[config.mk]
export PLATFORM = sky130hd
export DESIGN_NAME = crossbar_arb2
export DESIGN_NICKNAME = d
export VERILOG_FILES = /design/src/rtl/crossbar_arb2.sv
export SDC_FILE = /design/constraint.sdc
export NUM_CORES = 1
export LEC_CHECK = 0
export ABC_AREA = 1
export CORE_ASPECT_RATIO = 1.1
export CORE_UTILIZATION = 30
export DETAILED_ROUTE_END_ITERATION = 6
export SLEW_MARGIN = 20
export SYNTH_ARGS = -nofsm -noshare
export SYNTH_HDL_FRONTEND = slang
export SYNTH_SLANG_ARGS = --single-unit
[constraint.sdc]
create_clock -name CLK -period 1.5 [get_ports CLK]
set_input_delay 0.3 -clock CLK [delete_from_list [all_inputs] [get_ports CLK]]
set_output_delay 0.3 -clock CLK [all_outputs]
set_load 0.02 [all_outputs]
[src/rtl/crossbar_arb2.sv]
// Two-requester packet arbiter that drives the select and handshake of a 2:1 crossbar mux.
// The grant is locked for a whole packet; priority alternates between packets for fairness.
module crossbar_arb2 #(
  parameter int Count_Width = 8,
  parameter int Max_Beats   = 255
) (
  input  logic                   CLK,
  input  logic                   RST,
  input  logic                   VALID0,
  input  logic                   LAST0,
  output logic                   READY0,
  input  logic                   VALID1,
  input  logic                   LAST1,
  output logic                   READY1,
  output logic                   Y_VALID,
  output logic                   Y_LAST,
  input  logic                   Y_READY,
  output logic                   S,
  output logic                   BUSY,
  output logic [Count_Width-1:0] BEATS,
  output logic                   ERR
);

  typedef enum logic [1:0] {
    IDLE  = 2'd0,
    LOCK0 = 2'd1,
    LOCK1 = 2'd2
  } state_t;

  // One extra bit so the limit compare cannot wrap at 2^Count_Width-1.
  localparam logic [Count_Width:0] MAX_B = (Count_Width+1)'(Max_Beats);

  state_t                 state_q, state_d;
  logic                   s_q, s_d;
  logic                   prio_q, prio_d;
  logic                   err_q, err_d;
  logic [Count_Width-1:0] beats_q, beats_d;
  logic [Count_Width:0]   beats_inc;
  logic                   sel, cur_valid, cur_last;

  assign beats_inc = {1'b0, beats_q} + (Count_Width+1)'(1);

  always_ff @(posedge CLK or posedge RST) begin
    if (RST) begin
      state_q <= IDLE;
      s_q     <= 1'b0;
      prio_q  <= 1'b0;
      err_q   <= 1'b0;
      beats_q <= '0;
    end else begin
      state_q <= state_d;
      s_q     <= s_d;
      prio_q  <= prio_d;
      err_q   <= err_d;
      beats_q <= beats_d;
    end
  end

  always_comb begin
    state_d   = state_q;
    s_d       = s_q;
    prio_d    = prio_q;
    beats_d   = beats_q;
    err_d     = 1'b0;
    READY0    = 1'b0;
    READY1    = 1'b0;
    Y_VALID   = 1'b0;
    Y_LAST    = 1'b0;
    sel       = 1'b0;
    cur_valid = 1'b0;
    cur_last  = 1'b0;
    case (state_q)
      IDLE: begin
        if (VALID0 && VALID1) begin
          s_d     = prio_q;
          state_d = prio_q ? LOCK1 : LOCK0;
        end else if (VALID0) begin
          s_d     = 1'b0;
          state_d = LOCK0;
        end else if (VALID1) begin
          s_d     = 1'b1;
          state_d = LOCK1;
        end
      end
      LOCK0, LOCK1: begin
        sel       = (state_q == LOCK1);
        cur_valid = sel ? VALID1 : VALID0;
        cur_last  = sel ? LAST1 : LAST0;
        Y_VALID   = cur_valid;
        Y_LAST    = cur_last;
        READY0    = !sel && Y_READY;
        READY1    = sel && Y_READY;
        if (cur_valid && Y_READY) begin
          // LAST wins over the beat limit, so a LAST beat at the limit is a clean end.
          if (cur_last) begin
            state_d = IDLE;
            prio_d  = ~sel;
            beats_d = '0;
          end else if (beats_inc == MAX_B) begin
            state_d = IDLE;
            prio_d  = ~sel;
            beats_d = '0;
            err_d   = 1'b1;
          end else begin
            beats_d = beats_inc[Count_Width-1:0];
          end
        end
      end
      default: state_d = IDLE;
    endcase
  end

  assign S     = s_q;
  assign BUSY  = (state_q != IDLE);
  assign BEATS = beats_q;
  assign ERR   = err_q;

endmodule

# After elaboration in Yosys (flattened, before gate mapping)
# Cells that the tools add are included.
dict set report totals {
  regBits 13
  inputBits 7
  output_inout_bits 15
  elab_cells 52
}
dict set report classes {
  n_addsub 1
  n_eq_ne 6
  mux 25
  n_bitwise 1
  reduce_logical 14
}
# op n
set ops {}
lappend ops {{$mux 8} 2}
lappend ops {{$mux 1} 15}
lappend ops {{$mux 2} 7}
lappend ops {{$add 8x1->9 const B} 1}
lappend ops {{$eq 9x8->1 const B} 1}
lappend ops {{$reduce_and 3->1} 2}
lappend ops {{$logic_and 1x1->1} 4}
lappend ops {{$ne 4x4->1 const B} 1}
lappend ops {{$pmux 2 s2} 1}
lappend ops {{$reduce_and 2->1} 2}
lappend ops {{$reduce_bool 2->1} 2}
lappend ops {{$ne 3x3->1 const B} 1}
lappend ops {{$reduce_bool 3->1} 1}
lappend ops {{$eq 2x1->1 const B} 1}
lappend ops {{$eq 2x2->1 const B} 1}
lappend ops {{$logic_not 2->1} 1}
lappend ops {{$ne 2x2->1 const B} 1}
lappend ops {{$reduce_or 2->1} 1}
lappend ops {{$logic_not 1->1} 1}
lappend ops {{$not 1->1} 1}

# Longest topological paths before layout
dict set report logic_depth {
  depth_word 6
  mapped_depth 13
  depth_no_buf 13
}

# Worst setup path before layout
# Ideal clock, no wire load.
dict set report synth_timing {
  path_kind {reg2reg}
  from {reg beats_q[1] (netlist: BEATS[1])}
  to {reg prio_q}
  setup_time_ps 127
  arrival_ps 1573
  required_time_ps 1373
  slack_ps -200
  path_stages_with_launch 11
  n_path_buf 0
  period_less_slack_ps 1700
  path_cell_list {dfrtp_1 -> ha_1 -> nand3_1 -> o21ai_1 -> nand2_1 -> nor2_2 -> nand2_1 -> nand2_1 -> nand3_1 -> nand2_1 -> o21ai_1}
}
dict set report synth_between {
  elab_chain_cells 4
}
# element line
set synth_lines {}
lappend synth_lines {{start, declared} 37} ;# logic [Count_Width-1:0] beats_q, beats_d;
lappend synth_lines {{start signal, assigned} 55} ;# beats_q <= beats_d;
lappend synth_lines {{$add 8x1->9} 41} ;# assign beats_inc = {1'b0, beats_q} + (Count_Width+1)'(1);
lappend synth_lines {{$eq 9x8->1} 99} ;# end else if (beats_inc == MAX_B) begin
lappend synth_lines {{$reduce_bool 2->1 (no source line)} --}
lappend synth_lines {{$reduce_and 3->1 (no source line)} --}
lappend synth_lines {{end signal, assigned} 53} ;# prio_q <= prio_d;
lappend synth_lines {{end, declared} 35} ;# logic prio_q, prio_d;
# Every way passes these cells.
# A chain may end at the register's enable or synchronous reset.

# Final worst setup path
dict set report layout_timing {
  from {reg state_q[0]}
  to {out Y_LAST}
}
dict set report layout_between {
  elab_chain_cells 3
  elab_cells_between_ends 5
  cone_classes {eq/ne: 2; mux: 2; reduce/logical: 1}
}
# element line
set layout_lines {}
lappend layout_lines {{start, declared} 33} ;# state_t state_q, state_d;
lappend layout_lines {{start signal, assigned} 51} ;# state_q <= state_d;
lappend layout_lines {{$eq 2x2->1 / $eq 2x1->1 (equally long branches)} {72, 86}}
lappend layout_lines {{$mux 1 / $reduce_or 2->1 (equally long branches)} {88, 72}}
lappend layout_lines {{$mux 1 *} 72} ;# case (state_q)
lappend layout_lines {{end, declared} 16} ;# output logic Y_LAST,
# Mark *: on every way between the ends. The rest lies on a longest branch, timed or not.

==> metrics.md <==
| Metric | Value |
|---|---|
| Status | `finished, violations left` |
| Failing checks | `setup timing` |
| IO Pins | `22` |
| Max VDD drop | `960 uV` |
| DRC violations left | `0` |
| Post-synth EDFFs | `0` |
| Mapped Avg Cell Area | `7.57 sq um` |
| P&R area growth vs syn | `76.5%` |
| Worst relative slew slack | `80.2%` |
| Fin. Hold Viols | `0` |
| Worst path top cell family by delay | `flip-flops` |
| IO buf count | `21` |
| Worst-path maximum fanout | `6` |
| CTS Root Cell | `clkbuf_4` |
| CP Class | `flop to output port` |
| CP endpoint kind | `output port` |
| CP cell instances | `inv_2 > ha_4 > mux2i_2 > nor2_1 > buf_4` |
| Routability Congestion | `0.727` |
| Ys async rst share | `100%` |
| Vias in the first global route | `908` |
| Rows | `20` |
| CP startpoint kind | `flop` |
| Hold/Removal Path Class | `input pin to async pin` |
| Fraction of layout cells with a size suffix above 1 | `52.3%` |
| Post-route minimum period | `1.74 ns` |
| Final setup vio count | `15` |
| Hold_buf cts | `0` |
| Dpl cells | `192` |
| WL per Instance | `11.2 um` |
| Largest net degree at the start of global routing | `9` |
| Pwr dens | `1800 nW/um^2` |
| RSZ-0062 raised after global routing | `true` |
| Initial antenna violation count | `0` |
| Crit path arrival time | `1.44 ns` |
| DR iter-0 viols | `11` |
| WP data required | `1.20 ns` |
| Buffers & Inverters on Critical Path | `2` |
| 1st-pass router iterations | `4` |
| First-pass GRT wire length | `3.73 mm` |
| Final cell count without fillers | `207` |
| Clk_skew | `0.00308 ns` |
| Max-Cap Viols | `0` |
| Register area share after synthesis | `37.0%` |
| H-tree levels | `1` |
| Synth Flop Type | `dfrtp_1` |
| Fmax | `574 MHz` |
| Pleak | `0.758 nW` |
| Yosys cell types | `21` |
| CTS clk-pin slew, worst paths | `0.09 ns` |
| Final WS setup | `-0.242 ns` |
| Max clock buf depth | `2` |
| Multi-input logic area | `611 sq um` |
| Routed Antenna Nets | `0` |
| Cell Area, Synth | `878 sq um` |
| Antenna diodes | `0` |
| Worst path max stage delay | `0.40 ns` |
| Die Y | `58.8 um` |
| # clock sinks | `13` |
| Drt total wl | `2.32 mm` |
| Clock Latency Late Sink | `0.29 ns` |
| Synthesis warning total | `0` |
| Most frequent cells in the layout | `buf_4 (33), nand2_1 (26), inv_1 (14)` |
| Die W | `53.6 um` |
| Starting density of the core | `31.6%` |
| Syn Inst Count | `116` |
| Hpwl dp | `1.64 mm` |
| Syn nets | `127` |
| Period utilization | `116%` |
| Core area | `2780 sq um` |
| Slowest-stage cell, CP | `dfrtp_1` |
| Total GRT Usage | `16.4%` |
| Fill cells | `253` |
| Design area | `1550 sq um` |
| Commonest non-fill, non-tap cell in the layout | `buf_4` |
| Die area | `3150 sq um` |
| Num CTS Buffers | `3` |
| CTS tree | `built` |
| Yosys reg bits | `13` |
| Via density | `4.57` |
| Detailed-route via count | `946` |
| Register area | `332 sq um` |
| Slew @ Worst Pin | `0.297 ns` |
| DP Area | `1340 sq um` |
| GRT overflow | `0` |
| Final Net Count | `186` |
| Slew Viols, Final | `0` |
==> cells by family after synthesis <==
kind of cell	Yosys count	share of synthesized area [%]
adders and majority gates	4	5.70
buffers and inverters	21	8.97
and+or+nand+nor	60	32.8
AOI/OAI and AO/OA	17	14.4
DFF	13	37.0
muxes	1	1.14
==> final cells by class <==
type                       count  share of cell area [%]
multi-input combinational     82                    39.4
sequential                    13                    21.4
timing repair buffer          54                    29.5
tap                           33                    2.66
inverter                      21                    5.41
clock buffer                   4                    1.69
==> stage by stage <==
step | power [mW] | util (%) | TNS, ns | worst slack, ns | hold slack (ns)
finish | 2.80 | 55.8 | -1.60 | -0.242 | 0.256
global route | 3.00 | 55.8 | -2.94 | -0.310 | 0.268
detailed placement | 2.27 | 48.1 | -4.48 | -0.457 | 0.473
floorplan | 1.52 | - | -0.960 | -0.124 | 0.177
CTS | 2.55 | 51.1 | -1.31 | -0.243 | 0.263
global placement | 2.25 | 48.1 | -3.76 | -0.460 | 0.462
==> state kept, by name, summed over array words and instances, names as in the netlist <==
register	cells
BEATS	8
state_q	2
S	1
prio_q	1
ERR	1
==> final timing paths <==
| path | startpoint | to | slack, ns | depth (start not counted) |
|---|---|---|---|---|
| min | RST | BEATS[7]$_DFFE_PP0P_ | 0.26 | 2 |
| max in group asynchronous | RST | BEATS[2]$_DFFE_PP0P_ | 0.90 | 3 |
| max | state_q[0]$_DFFE_PP0P_ | Y_LAST | -0.24 | 5 |
| max reg2reg | BEATS[1]$_DFFE_PP0P_ | BEATS[1]$_DFFE_PP0P_ | -0.12 | 11 |
| min in group CLK | prio_q$_DFFE_PP0P_ | prio_q$_DFFE_PP0P_ | 0.51 | 2 |
| min reg2reg | prio_q$_DFFE_PP0P_ | prio_q$_DFFE_PP0P_ | 0.51 | 2 |
==> synth_stat cells (3+ instances only) <==
library cell | instances | area [sq um]
dfrtp_1 | 13 | 325
ha_1 | 4 | 50.1
inv_1 | 19 | 71.3
nand2_1 | 34 | 128
nand2_2 | 3 | 18.8
nand3_1 | 7 | 35.0
nor2_1 | 6 | 22.5
nor2_2 | 4 | 25.0
o21ai_1 | 6 | 30.0
o22ai_2 | 4 | 50.1
==> timing repair <==
| item | 4_1_cts | 5_1_grt |
|---|---|---|
| setup endpoints to repair | 27 | 19 |
| cloned | 0 | 0 |
| gates resized for setup | 51 | 26 |
| pin swaps | 9 | 18 |
| buffers inserted | 6 | 8 |
==> where the power goes <==
part | switching, mW | internal, mW | total [mW]
clock network | 0.131 | 0.104 | 0.234
logic | 0.984 | 0.920 | 1.90
registers | 0.160 | 0.499 | 0.659
total | 1.27 | 1.52 | 2.80
==> per-layer routing <==
| layer | GRT usage (%) | up-vias | share of wire (%) |
|---|---|---|---|
| li1 | - | 483 | - |
| met1 | 19.2 | 440 | 42 |
| met2 | 28.6 | 18 | 53 |
| met5 | 0 | - | 0 |
| met4 | 7.89 | 0 | 2.3 |
| met3 | 2.33 | 5 | 2.3 |
No activity file was read; power rests on OpenSTA's default activity.
